File: config.mk
export PLATFORM = sky130hd
export DESIGN_NAME = ysyx_25040118_lsu
export DESIGN_NICKNAME = d
export VERILOG_FILES = /design/src/rtl/ysyx_25040118_lsu_pkg.sv /design/src/rtl/ysyx_25040118_lsu_lane.sv /design/src/rtl/ysyx_25040118_lsu.sv
export SDC_FILE = /design/constraint.sdc
export NUM_CORES = 1
export LEC_CHECK = 0
export BUFFER_PORTS_ARGS = -buffer_cell sky130_fd_sc_hd__clkbuf_2
export CAP_MARGIN = 20
export CORE_ASPECT_RATIO = 0.75
export CORE_UTILIZATION = 46
export DETAILED_ROUTE_END_ITERATION = 7
export PLACE_DENSITY = 0.79
export SLEW_MARGIN = 10
export SYNTH_ARGS = -nofsm -noshare
export SYNTH_HDL_FRONTEND = slang
export SYNTH_SLANG_ARGS = --single-unit
File: constraint.sdc
create_clock -name clk -period 3.95 [get_ports clk]
set_input_delay 0.395 -clock clk [delete_from_list [all_inputs] [get_ports clk]]
set_output_delay 0.395 -clock clk [all_outputs]
set_load 0.005 [all_outputs]
File: src/rtl/ysyx_25040118_lsu_pkg.sv
// Shared encodings for the load/store unit: funct3 values, FSM states,
// error codes and the latched memory-op record.
package ysyx_25040118_lsu_pkg;

  localparam logic [2:0] F3_LB  = 3'd0;
  localparam logic [2:0] F3_LH  = 3'd1;
  localparam logic [2:0] F3_LW  = 3'd2;
  localparam logic [2:0] F3_LBU = 3'd4;
  localparam logic [2:0] F3_LHU = 3'd5;
  localparam logic [2:0] F3_SB  = 3'd0;
  localparam logic [2:0] F3_SH  = 3'd1;
  localparam logic [2:0] F3_SW  = 3'd2;

  localparam logic [1:0] S_IDLE = 2'd0;
  localparam logic [1:0] S_REQ  = 2'd1;
  localparam logic [1:0] S_RESP = 2'd2;
  localparam logic [1:0] S_DONE = 2'd3;

  localparam logic [1:0] ERR_OK       = 2'd0;
  localparam logic [1:0] ERR_MISALIGN = 2'd1;
  localparam logic [1:0] ERR_FUNCT3   = 2'd2;
  localparam logic [1:0] ERR_BUS      = 2'd3;

  typedef struct packed {
    logic        is_load;
    logic        is_store;
    logic [2:0]  funct3;
    logic [4:0]  rd;
    logic [31:0] addr;
    logic [31:0] wdata;
  } lsu_op_t;

  function automatic logic lsu_f3_illegal(input logic is_store, input logic [2:0] f3);
    if (is_store) return (f3 > F3_SW);
    return (f3 == 3'd3) || (f3 > F3_LHU);
  endfunction

  // Halfword ops have funct3[1:0]=01, word ops 10, for both loads and stores.
  function automatic logic lsu_misaligned(input logic [2:0] f3, input logic [1:0] addr_lo);
    return ((f3[1:0] == 2'b01) && addr_lo[0]) || ((f3[1:0] == 2'b10) && (addr_lo != 2'b00));
  endfunction

endpackage

File: src/rtl/ysyx_25040118_lsu_lane.sv
// Byte-lane steering: store mask/data replication and load extraction with
// sign or zero extension. Purely combinational.
module ysyx_25040118_lsu_lane
  import ysyx_25040118_lsu_pkg::*;
(
  input  logic [2:0]  i_funct3,
  input  logic [1:0]  i_addr,
  input  logic [31:0] i_wdata,
  input  logic [31:0] i_rdata,
  output logic [3:0]  o_wmask,
  output logic [31:0] o_wdata,
  output logic [31:0] o_rdata
);

  logic [7:0]  w_byte;
  logic [15:0] w_half;

  always_comb begin
    case (i_funct3)
      F3_SB:   o_wmask = 4'b0001 << i_addr;
      F3_SH:   o_wmask = 4'b0011 << {i_addr[1], 1'b0};
      F3_SW:   o_wmask = 4'hF;
      default: o_wmask = 4'h0;
    endcase
  end

  // Replicate the source so whichever lanes are enabled see the right bytes.
  for (genvar gi = 0; gi < 4; gi++) begin : g_lane
    assign o_wdata[8*gi +: 8] = (i_funct3 == F3_SB) ? i_wdata[7:0] :
                                (i_funct3 == F3_SH) ? i_wdata[8*(gi%2) +: 8] :
                                                      i_wdata[8*gi +: 8];
  end

  assign w_byte = i_rdata[{i_addr, 3'b000} +: 8];
  assign w_half = i_addr[1] ? i_rdata[31:16] : i_rdata[15:0];

  always_comb begin
    case (i_funct3)
      F3_LB:   o_rdata = {{24{w_byte[7]}}, w_byte};
      F3_LH:   o_rdata = {{16{w_half[15]}}, w_half};
      F3_LW:   o_rdata = i_rdata;
      F3_LBU:  o_rdata = {24'h0, w_byte};
      F3_LHU:  o_rdata = {16'h0, w_half};
      default: o_rdata = 32'h0;
    endcase
  end

endmodule

File: src/rtl/ysyx_25040118_lsu.sv
// Load/store unit: accepts one memory op from the EXU, runs a single bus
// transaction with a timeout, and returns an extended writeback plus error code.
module ysyx_25040118_lsu
  import ysyx_25040118_lsu_pkg::*;
#(
  parameter int TIMEOUT_CYCLES = 255,
  parameter int CNT_W          = 8
) (
  input  logic        clk,
  input  logic        rst,
  input  logic        req_valid,
  output logic        req_ready,
  input  logic        req_is_load,
  input  logic        req_is_store,
  input  logic [2:0]  req_funct3,
  input  logic [31:0] req_addr,
  input  logic [31:0] req_wdata,
  input  logic [4:0]  req_rd,
  output logic        mem_req_valid,
  input  logic        mem_req_ready,
  output logic        mem_req_wen,
  output logic [31:0] mem_req_addr,
  output logic [31:0] mem_req_wdata,
  output logic [3:0]  mem_req_wmask,
  input  logic        mem_rsp_valid,
  input  logic [31:0] mem_rsp_rdata,
  input  logic        mem_rsp_err,
  output logic        wb_valid,
  output logic        wb_wen,
  output logic [4:0]  wb_rd,
  output logic [31:0] wb_data,
  output logic [1:0]  err_code
);

  // The counter is cleared on acceptance, so the op is abandoned on the cycle
  // it reads TIMEOUT_CYCLES-2 and wb_valid lands TIMEOUT_CYCLES after accept.
  localparam logic [CNT_W-1:0] L_TO_LAST = CNT_W'(TIMEOUT_CYCLES - 2);

  logic [1:0]       r_state;
  logic [CNT_W-1:0] r_cnt;
  lsu_op_t          r_op;
  logic             r_wb_wen;
  logic [4:0]       r_wb_rd;
  logic [31:0]      r_wb_data;
  logic [1:0]       r_err;

  lsu_op_t          w_op_in;
  logic             w_illegal;
  logic             w_misal;
  logic             w_timeout;
  logic [3:0]       w_wmask;
  logic [31:0]      w_wdata;
  logic [31:0]      w_load_data;

  assign w_op_in = '{is_load: req_is_load, is_store: req_is_store, funct3: req_funct3,
                     rd: req_rd, addr: req_addr, wdata: req_wdata};

  assign w_illegal = lsu_f3_illegal(req_is_store, req_funct3);
  assign w_misal   = lsu_misaligned(req_funct3, req_addr[1:0]);
  assign w_timeout = (r_cnt >= L_TO_LAST);

  ysyx_25040118_lsu_lane u_lane (
    .i_funct3 (r_op.funct3),
    .i_addr   (r_op.addr[1:0]),
    .i_wdata  (r_op.wdata),
    .i_rdata  (mem_rsp_rdata),
    .o_wmask  (w_wmask),
    .o_wdata  (w_wdata),
    .o_rdata  (w_load_data)
  );

  always_ff @(posedge clk or posedge rst) begin
    if (rst) begin
      r_state   <= S_IDLE;
      r_cnt     <= '0;
      r_op      <= '0;
      r_wb_wen  <= 1'b0;
      r_wb_rd   <= 5'd0;
      r_wb_data <= 32'h0;
      r_err     <= ERR_OK;
    end else begin
      case (r_state)
        S_IDLE: begin
          if (req_valid) begin
            r_op  <= w_op_in;
            r_cnt <= '0;
            if (w_illegal || w_misal) begin
              r_state   <= S_DONE;
              r_err     <= w_illegal ? ERR_FUNCT3 : ERR_MISALIGN;
              r_wb_rd   <= req_rd;
              r_wb_data <= 32'h0;
              r_wb_wen  <= 1'b0;
            end else begin
              r_state <= S_REQ;
            end
          end
        end
        S_REQ: begin
          r_cnt <= r_cnt + 1'b1;
          if (mem_req_ready) begin
            r_state <= S_RESP;
          end else if (w_timeout) begin
            r_state   <= S_DONE;
            r_err     <= ERR_BUS;
            r_wb_rd   <= r_op.rd;
            r_wb_data <= 32'h0;
            r_wb_wen  <= 1'b0;
          end
        end
        S_RESP: begin
          r_cnt <= r_cnt + 1'b1;
          if (mem_rsp_valid) begin
            r_state   <= S_DONE;
            r_err     <= mem_rsp_err ? ERR_BUS : ERR_OK;
            r_wb_rd   <= r_op.rd;
            r_wb_data <= (r_op.is_load && !mem_rsp_err) ? w_load_data : 32'h0;
            r_wb_wen  <= r_op.is_load && (r_op.rd != 5'd0) && !mem_rsp_err;
          end else if (w_timeout) begin
            r_state   <= S_DONE;
            r_err     <= ERR_BUS;
            r_wb_rd   <= r_op.rd;
            r_wb_data <= 32'h0;
            r_wb_wen  <= 1'b0;
          end
        end
        default: r_state <= S_IDLE;
      endcase
    end
  end

  assign req_ready     = (r_state == S_IDLE);
  assign mem_req_valid = (r_state == S_REQ);
  assign mem_req_wen   = r_op.is_store;
  assign mem_req_addr  = {r_op.addr[31:2], 2'b00};
  assign mem_req_wdata = w_wdata;
  assign mem_req_wmask = r_op.is_store ? w_wmask : 4'h0;

  assign wb_valid = (r_state == S_DONE);
  assign wb_wen   = wb_valid & r_wb_wen;
  assign wb_rd    = r_wb_rd;
  assign wb_data  = r_wb_data;
  assign err_code = r_err;

endmodule

Word level (Yosys, flattened, before mapping)
Index checks and enable logic that the tools add are counted.
{"block": "word_totals", "regBits": 124, "input_bits": 112, "output_inout_bits": 112}
{"block": "classes", "add_sub_neg": 1, "n_lt_le_gt_ge": 3, "n_eq_ne": 13, "shifts": 3, "muxes": 47, "bitwise_logic": 1, "n_reduce_logical": 19}
{"operator": "$mux W32", "count": 6}
{"operator": "$pmux W32 S5", "count": 1}
{"operator": "$pmux W32 S3", "count": 1}
{"operator": "$mux W8", "count": 6}
{"operator": "$shiftx A32 B6 Y8", "count": 1}
{"operator": "$mux W5", "count": 5}
{"operator": "$mux W2", "count": 12}
{"operator": "$mux W16", "count": 1}
{"operator": "$pmux W8 S2", "count": 1}
{"operator": "$pmux W5 S3", "count": 1}
{"operator": "$pmux W2 S3", "count": 2}
{"operator": "$pmux W4 S3", "count": 1}
{"operator": "$add A8 B1 Y8 const B", "count": 1}
{"operator": "$ge A8 B8 Y1 const B", "count": 1}
{"operator": "$mux W1", "count": 8}
{"operator": "$eq A2 B2 Y1 const B", "count": 3}
{"operator": "$eq A3 B2 Y1 const B", "count": 2}
{"operator": "$eq A3 B3 Y1 const B", "count": 2}
{"operator": "$logic_and A1 B1 Y1", "count": 5}
{"operator": "$reduce_bool A5 Y1", "count": 1}
{"operator": "$eq A2 B1 Y1 const B", "count": 2}
{"operator": "$mux W4", "count": 1}
{"operator": "$ne A2 B2 Y1 const B", "count": 2}
{"operator": "$reduce_and A2 Y1", "count": 2}
{"operator": "16 further kinds", "count": 19}

Logic depth before layout (Yosys ltp)
Gate-level depths: netlist of the first run.
{"block": "logic_depth", "ltp_word": 7, "mapped_depth": 8, "mapped_depth_nobuf": 7}

By module
From an unflattened synthesis of the first run, not the netlist that was laid out.
{"block": "hier_totals", "cells_unflattened": 619, "area_unflattened_um2": 6666.4}
{"mod": "ysyx_25040118_lsu", "n_inst": 1, "cells_per_inst": 429, "area_each_um2": 5451.5, "seq_area_each_um2": 3103.0}
{"mod": "ysyx_25040118_lsu_lane", "n_inst": 1, "cells_per_inst": 190, "area_each_um2": 1214.9, "seq_area_each_um2": 0.0}

Least setup slack after synthesis of the first run
OpenSTA, ideal clock, no wires.
{"block": "synth_path", "path_type": "reg-to-reg", "from": "register r_state[0]", "to": "register r_wb_data[10] (netlist: wb_data[10])", "setup_time_ns": 0.077, "t_arrival_ns": 1.845, "t_required_ns": 3.873, "path_slack_ns": 2.029, "path_stages_with_launch": 9, "period_less_slack_ns": 1.921, "cell_sequence": "dfrtp_1 inv_1 ha_1 nor2b_4 a211oi_4 nand4_4 a21o_4 buf_6 o21ai_1"}
{"block": "synth_via", "elab_chain_len": 3}
{"element": "start, declared", "line": "ysyx_25040118_lsu.sv:39", "source": "logic [1:0] r_state;"}
{"element": "start signal, assigned", "line": "ysyx_25040118_lsu.sv:74", "source": "r_state <= S_IDLE;"}
{"element": "start signal, assigned", "line": "ysyx_25040118_lsu.sv:88", "source": "r_state <= S_DONE;"}
{"element": "start signal, assigned", "line": "ysyx_25040118_lsu.sv:94", "source": "r_state <= S_REQ;"}
{"element": "$logic_not A2 Y1 *"}
{"element": "net req_ready", "line": "ysyx_25040118_lsu.sv:12", "source": "output logic req_ready,"}
{"element": "$ne A2 B1 Y1 (no source line), or another cell as far along"}
{"element": "$reduce_and A4 Y1 (no source line)"}
{"element": "end signal, assigned", "line": "ysyx_25040118_lsu.sv:116", "source": "r_wb_data <= (r_op.is_load && !mem_rsp_err) ? w_load_data : 32'h0;"}
{"element": "end, declared", "line": "ysyx_25040118_lsu.sv:44", "source": "logic [31:0] r_wb_data;"}
The timed path passes the listed nets; every way through them passes the cells marked *.
A chain may end at the register's enable or synchronous reset.

Worst setup path after layout of the first run
{"block": "layout_path", "from": "register r_op[69] (netlist name)", "to": "output port mem_req_wdata[9]"}
{"block": "layout_via", "elab_chain_len": 2}
{"element": "start, declared", "line": "ysyx_25040118_lsu.sv:41", "source": "lsu_op_t r_op;"}
{"element": "start signal, assigned", "line": "ysyx_25040118_lsu.sv:85", "source": "r_op <= w_op_in;"}
{"element": "$logic_not A3 Y1"}
{"element": "$mux W8", "line": "ysyx_25040118_lsu_lane.sv:29", "source": "assign o_wdata[8*gi +: 8] = (i_funct3 == F3_SB) ? i_wdata[7:0] :"}
{"element": "end, declared", "line": "ysyx_25040118_lsu.sv:23", "source": "output logic [31:0] mem_req_wdata,"}
No other way between the ends.

==> summary.txt, run 1 <==
Layout
  • P&R area growth vs syn: 23.2%
  • Core Util, Final: 0.583
  • Design Area, Final: 8020 sq um
  • Final net count: 859
  • ANT cells: 0
  • Layout cell share with drive strength beyond 1: 0.510

Clock network
  • Clock insertion delay at the later pin of the skew report: 0.40 ns
  • Cts hold-fix bufs: 0
  • Clock-pin slew on the worst setup and hold paths: 0.06 ns
  • Post-CTS Resized: 0
  • Clk Tree Root Cell: clkbuf_16
  • Longest Clk Path Bufs: 2
  • Number of CTS-inserted buffers: 17
  • CTS tree: yes
  • Number of H-tree levels: 4
  • Clock sinks: 124
  • Setup Fix Bufs, Post-CTS: 0

Power
  • Psw: 2.35 mW
  • Reg power frac: 0.324
  • P_int: 4.24 mW
  • Clock Power Share: 0.254
  • Comb power frac: 0.422
  • Pwr/cell area: 821 nW/um^2
  • Net Sw Frac: 0.357
  • Static Leak: 3.83 nW
  • Design Power: 6.59 mW
  • Peak VDD IR: 0.439 mV

Yosys
  • Main synth FF type: dfrtp_1
  • Synthesized flop and latch total: 124
  • Post-synthesis area per instance: 11.5 sq um
  • EDFF count, synth: 0
  • Async set-reset flop share out of synthesis: 1.00
  • Synth warnings: 0
  • Mapped cell area: 6510 sq um
  • Largest family of logic cells by synthesized area: multiplexers
  • Synth cell types: 61
  • Synth Area in Simple Gates: 0.0879
  • Synth Area in Compound Gates: 0.127
  • Mapped Cells: 564
  • Sequential element share of the synthesized area: 0.477
  • Multiplexer area fraction after synthesis: 0.204
  • Post-Synth XOR/XNOR Area: 0.00404
  • Synth Area in Adders: 0.0154

Global route
  • Number of global-route vias before repair: 5,054
  • Global-route usage over all layers: 0.232
  • Grt total ovfl: 0
  • First-pass GRT wire length: 26,400 microns
  • Initial antenna violation count: 0
  • Largest net degree at the start of global routing: 76

Timing
  • Fmax: 343 MHz
  • Skew final: 0.0113 ns
  • Least-Margin Pin Slew: 1.04 ns
  • Slew Limit Fails: 0
  • Max-slew headroom: 0.305
  • Final Critical Period: 2.92 ns
  • Setup TNS: 0 ns
  • Final worst-path cycle share: 0.739
  • Fin. Hold Viols: 0
  • Worst setup margin: 1.03 ns
  • RSZ-0062 raised after global routing: no
  • Finish-stage setup viols: 0

Detailed routing
  • First-pass DRT Iterations: 6
  • Detailed-route via count: 5,071
  • Via/cell ratio: 5.48
  • Post-DRT Antenna Nets: 0
  • DR iter-0 viols: 273
  • Routed WL per cell: 17.6 microns
  • # DRC: 0
  • Final wirelength: 16,300 microns

Placed design
  • I/O Buffers: 221
  • DP Area: 7380 sq um
  • DP Wirelength: 11,900 microns
  • Pre-CTS setup slack: 1.44 ns
  • Placer Congestion: 0.869

Worst setup path
  • CP arrival: 2.52 ns
  • Worst EP required: 3.56 ns
  • CP max FO: 18
  • Worst R2R Path Depth: 4
  • R2r startpoint: r_op[69]
  • Worst R2R Setup Slack: 1.56 ns
  • Worst flop-to-flop path endpoint: wb_data[5]
  • Startpoint Class: flip-flop
  • CP Launch Point: r_op[69]
  • CP Capture Type: output port
  • CP Class: reg2out
  • Worst Setup EP: mem_req_wdata[9]

Status
  • Status: finished clean

Floorplanning
  • Starting Density: 0.473
  • Die W: 139 microns
  • # IOs: 224
  • Row cnt: 37
  • Chip height: 105 microns
  • Core Region: 13,700 sq um
  • Die Area: 14,600 sq um

Worst hold path
  • Min-Delay Path Class: in2async

Job
  • Max Cap Viol: 0
sequential cells by signal, summed over array words and instances, names as in the netlist:
name,flops
err_code,2
mem_req_addr,30
mem_req_wen,1
r_cnt,8
r_op,43
r_state,2
r_wb_wen,1
wb_data,32
wb_rd,5
cells in the final DEF, fill, tap and decap left out, drive strengths merged, types with 3 or more instances in the layout:
master,Yosys,final
a22oi,7,7
bufinv,0,4
nor3b,4,4
a221o,3,3
nor2,30,30
inv,10,10
dfrtp,124,124
a21oi,20,20
a31oi,5,5
clkbuf,8,242
nand3,9,9
a221oi,11,11
mux2,94,94
mux4,8,8
o21ai,44,44
nand2b,5,5
buf,63,5
mux2i,9,9
nand2,49,49
clkinv,1,5
ha,8,8
a211oi,17,17
cell families (layout without fill, tap and decap cells):
| group | Yosys count | count (layout) |
|---|---|---|
| flops | 124 | 124 |
| compound gates | 120 | 120 |
| simple gates | 115 | 115 |
| mux | 111 | 111 |
| buf+inv | 82 | 268 |
| fa+ha+maj | 8 | 8 |
| xor+xnor | 3 | 3 |
| other cells | 1 | 2 |
Yosys cell counts, types with 3 or more instances:
| cell type | number | area, sq um |
|---|---|---|
| dfrtp_1 | 124 | 3100 |
| mux2_2 | 93 | 1050 |
| nand2_1 | 47 | 176 |
| buf_4 | 41 | 308 |
| nor2_1 | 26 | 97.6 |
| o21ai_1 | 26 | 130 |
| a21oi_1 | 20 | 100 |
| a211oi_1 | 15 | 113 |
| o21ai_0 | 14 | 70.1 |
| buf_2 | 11 | 55.1 |
| a221oi_1 | 10 | 87.6 |
| buf_6 | 10 | 113 |
| inv_1 | 9 | 33.8 |
| mux2i_1 | 9 | 90.1 |
| clkbuf_1 | 8 | 30.0 |
| ha_1 | 8 | 100 |
| mux4_2 | 8 | 180 |
| nand3_1 | 8 | 40.0 |
| a22oi_1 | 7 | 52.6 |
| a31oi_1 | 5 | 31.3 |
| nand2b_1 | 5 | 31.3 |
| nor2_2 | 4 | 25.0 |
| nor3b_1 | 4 | 30.0 |
| o21ai_2 | 4 | 35.0 |
| a221o_1 | 3 | 30.0 |
layer usage:
| metal | wire length (microns) | vias up | track usage |
|---|---|---|---|
| met3 | 1320 | 16 | 0.0573 |
| met5 | 0 | - | 0 |
| met2 | 7440 | 228 | 0.363 |
| met1 | 7360 | 2479 | 0.317 |
| li1 | - | 2348 | - |
| met4 | 197 | 0 | 0.0738 |
worst max-delay path, cell delays in order, from the launching register on:
cell      delay, ns
dfrtp_1        0.65
or2_1          0.45
nor2_2         0.50
mux2_2         0.41
clkbuf_2       0.11
how the worst min path moves through the flow:
stage,startpoint,endpoint,slack [ns]
floorplan,wb_data[1],wb_data[1],0.47
global placement,wb_data[13],wb_data[13],0.46
detailed placement,wb_data[7],wb_data[7],0.47
CTS,rst,mem_req_addr[7],0.13
global route,rst,mem_req_addr[7],0.17
finish,rst,mem_req_addr[7],0.12
per-stage QoR:
step / instances / hold WS [ns]
after global routing: 926 / 0.171
final: 926 / 0.120
after detailed placement: 895 / 0.469
after floorplan: 565 / 0.470
after global placement: 895 / 0.464
after CTS: 926 / 0.134
power groups by stage:
| stage | registers (mW) | clock network (mW) | logic [mW] |
|---|---|---|---|
| 3_5_place_dp | 2.15 | 0 | 2.80 |
| 6_report | 2.13 | 1.67 | 2.78 |
| 3_3_place_gp | 2.13 | 0 | 2.74 |
| 5_1_grt | 2.20 | 1.76 | 3.06 |
| 2_1_floorplan | 1.98 | 0 | 2.34 |
| 4_1_cts | 2.13 | 1.71 | 2.81 |
final cells by class:
type                    count  area [sq um]
fillers                  1159          5730
flip-flops and latches    124          3100
multi-input cells         359          2870
repair buffers            226          1140
clock buffers              21           480
well taps                 175           219
clock inverters            10           163
inverters                  11          43.8
No activity file was read; power rests on OpenSTA's default activity.
==> inputs of run 2 (changes only) <==
- CORE_UTILIZATION: 46 -> 51
- PLACE_DENSITY: 0.79 -> 0.83
- clock period: 3.95 -> 2.7 ns (I/O delays scaled with it)
==> run 2 against run 1 <==
Effect of this change:
- global-route usage increased by 2.9 points
- non-clock buffer count increased by 6
- clock skew down 0.0027 ns
- critical path type unchanged
- largest power group unchanged
- highest routed layer unchanged
==> summary.txt, run 2 (synthesized netlist as in run 1, its figures left out) <==
Timing
  • Finish-stage setup viols: 0 (unchanged)
  • Least-Margin Pin Slew: 0.946 ns (-0.0953 ns)
  • Hold_ws: 0.0935 ns (-0.0265 ns)
  • Fin. Hold Viols: 0 (unchanged)
  • Final worst-path cycle share: 0.899
  • Slew Limit Fails: 0 (unchanged)
  • Fmax: 412 MHz
  • RSZ-0062 raised after global routing: no
  • Final Critical Period: 2.43 ns
  • Skew final: 0.00855 ns (-0.00272 ns)
  • Setup TNS: 0 ns (unchanged)
  • Max-slew headroom: 0.369 (+0.0636)

Layout
  • Final net count: 865 (+0.70%)
  • Max FFs per register: 43 (unchanged)
  • Largest Register: r_op
  • Design Area, Final: 7970 sq um (-0.58%)
  • Non-filler cells, final: 923 (-0.32%)
  • P&R area growth vs syn: 22.5%
  • Core Util, Final: 0.646 (+0.0624)
  • Most frequent cells in the layout: clkbuf_2, dfrtp_1, mux2_2, nand2_1, o21ai_1
  • ANT cells: 0 (unchanged)
  • Layout cell share with drive strength beyond 1: 0.513 (+0.00256)
  • Most common library cell in the layout ignoring fill and taps: clkbuf_2

Job
  • Max Cap Viol: 0 (unchanged)

Clock network
  • Clk Tree Root Cell: clkbuf_16
  • Clock-pin slew on the worst setup and hold paths: 0.06 ns (about the same)
  • Setup Fix Bufs, Post-CTS: 0 (unchanged)
  • Number of CTS-inserted buffers: 17 (unchanged)
  • CTS tree: yes
  • Number of H-tree levels: 4 (unchanged)
  • Longest Clk Path Bufs: 2 (unchanged)
  • Clock insertion delay at the later pin of the skew report: 0.40 ns (about the same)
  • Clock sinks: 124 (unchanged)

Worst setup path
  • CP Class: reg2out
  • CP Capture Type: output port
  • Worst R2R Path Depth: 7 (+3)
  • CP max FO: 8 (-10)
  • Worst R2R Setup Slack: 0.42 ns (-1.14 ns)
  • Worst EP required: 2.43 ns (-1.13 ns)
  • CP arrival: 2.16 ns (-0.36 ns)
  • Worst flop-to-flop path endpoint: wb_rd[1]
  • Startpoint Class: flip-flop
  • R2r startpoint: r_state[0]

Placed design
  • DP Wirelength: 12,400 microns (+4.8%)
  • DP Area: 7430 sq um (+0.71%)
  • Placer Congestion: 0.972 (+12%)
  • Dpl cells: 891 (-0.45%)
  • I/O Buffers: 221 (unchanged)

Global route
  • Initial antenna violation count: 0 (unchanged)
  • Largest net degree at the start of global routing: 72 (-5.3%)
  • Global-route usage over all layers: 0.261 (+0.0292)
  • Number of global-route vias before repair: 5,289 (+4.6%)
  • Grt total ovfl: 0 (unchanged)
  • First-pass GRT wire length: 27,000 microns (+2.3%)

Floorplanning
  • Die Area: 13,200 sq um (-9.6%)
  • Core Region: 12,300 sq um (-10%)
  • Starting Density: 0.527 (+0.0537)
  • Chip height: 99.8 microns (-4.9%)
  • Row cnt: 35 (-5.4%)
  • Die W: 132 microns (-5.0%)
  • # IOs: 224 (unchanged)

Detailed routing
  • Post-DRT Antenna Nets: 0 (unchanged)
  • Final wirelength: 16,800 microns (+3.1%)
  • Detailed-route via count: 5,212 (+2.8%)
  • # DRC: 0 (unchanged)
  • DR iter-0 viols: 327 (+20%)
  • Routed WL per cell: 18.2 microns (+3.5%)
  • First-pass DRT Iterations: 4 (-2)
  • Via/cell ratio: 5.65 (+3.1%)

Worst hold path
  • Min-Delay Path Class: in2reg
  • Hold Path Depth: 2
  • Hold endpoint: r_op[3]
  • Hold_sp: req_wdata[3]

Status
  • Status: finished clean

Power
  • Peak VDD IR: 0.730 mV (+66%)
  • Pwr/cell area: 1170 nW/um^2 (+43%)
  • Static Leak: 3.80 nW (-0.80%)
==> run 2: how the worst max path moves through the flow <==
| stage | start | end | slack [ns] | cells past startpoint |
|---|---|---|---|---|
| final | r_op[71] | mem_req_wdata[12] | 0.27 | 4 |
| after global routing | r_op[71] | mem_req_wdata[13] | 0.16 | 4 |
| after CTS | r_op[71] | mem_req_wdata[12] | 0.25 | 4 |
| after detailed placement | r_state[0] | wb_rd[1] | 0.46 | 7 |
| after global placement | r_state[0] | r_wb_wen | 0.55 | 7 |
| after floorplan | r_state[0] | wb_data[10] | 0.78 | 8 |
==> run 2: what timing repair did <==
| item | 4_1_cts | 5_1_grt |
|---|---|---|
| hold endpoints to repair | 64 | 0 |
| hold buffers | 1 | 0 |
| gates resized for setup | 0 | 0 |
==> run 2: layout make-up <==
class / instances / area (sq um)
multi-input combinational: 359 / 2870
tap: 166 / 208
timing repair buffer: 232 / 1220
sequential: 124 / 3100
clock buffer: 18 / 439
fill: 1033 / 4380
inverter: 11 / 45.0
clock inverter: 13 / 95.1
==> run 2: power breakdown <==
group | switching (mW) | internal [mW]
sequential | 0.540 | 2.55
combinational | 2.16 | 2.06
clock | 0.848 | 1.19
total | 3.55 | 5.80
==> run 2: layer usage <==
metal	global-route usage	share of wire	vias up
li1	-	-	2351
met4	0.0805	0.020	0
met5	0	0	-
met3	0.0672	0.073	24
met1	0.343	0.43	2587
met2	0.429	0.47	250
==> run 2: stage by stage <==
step                      setup WS [ns]  power [mW]
after floorplan                   0.779        6.32
after global placement            0.549        7.13
after detailed placement          0.463        7.34
after CTS                         0.247        9.40
after global routing              0.161        9.95
final                             0.274        9.36
==> run 2: critical path: stages (launching register included) <==
cell and delay [ns]:
dfrtp_1 0.44, or2_1 0.36, nor2_2 0.43, mux2_2 0.40, clkbuf_2 0.12
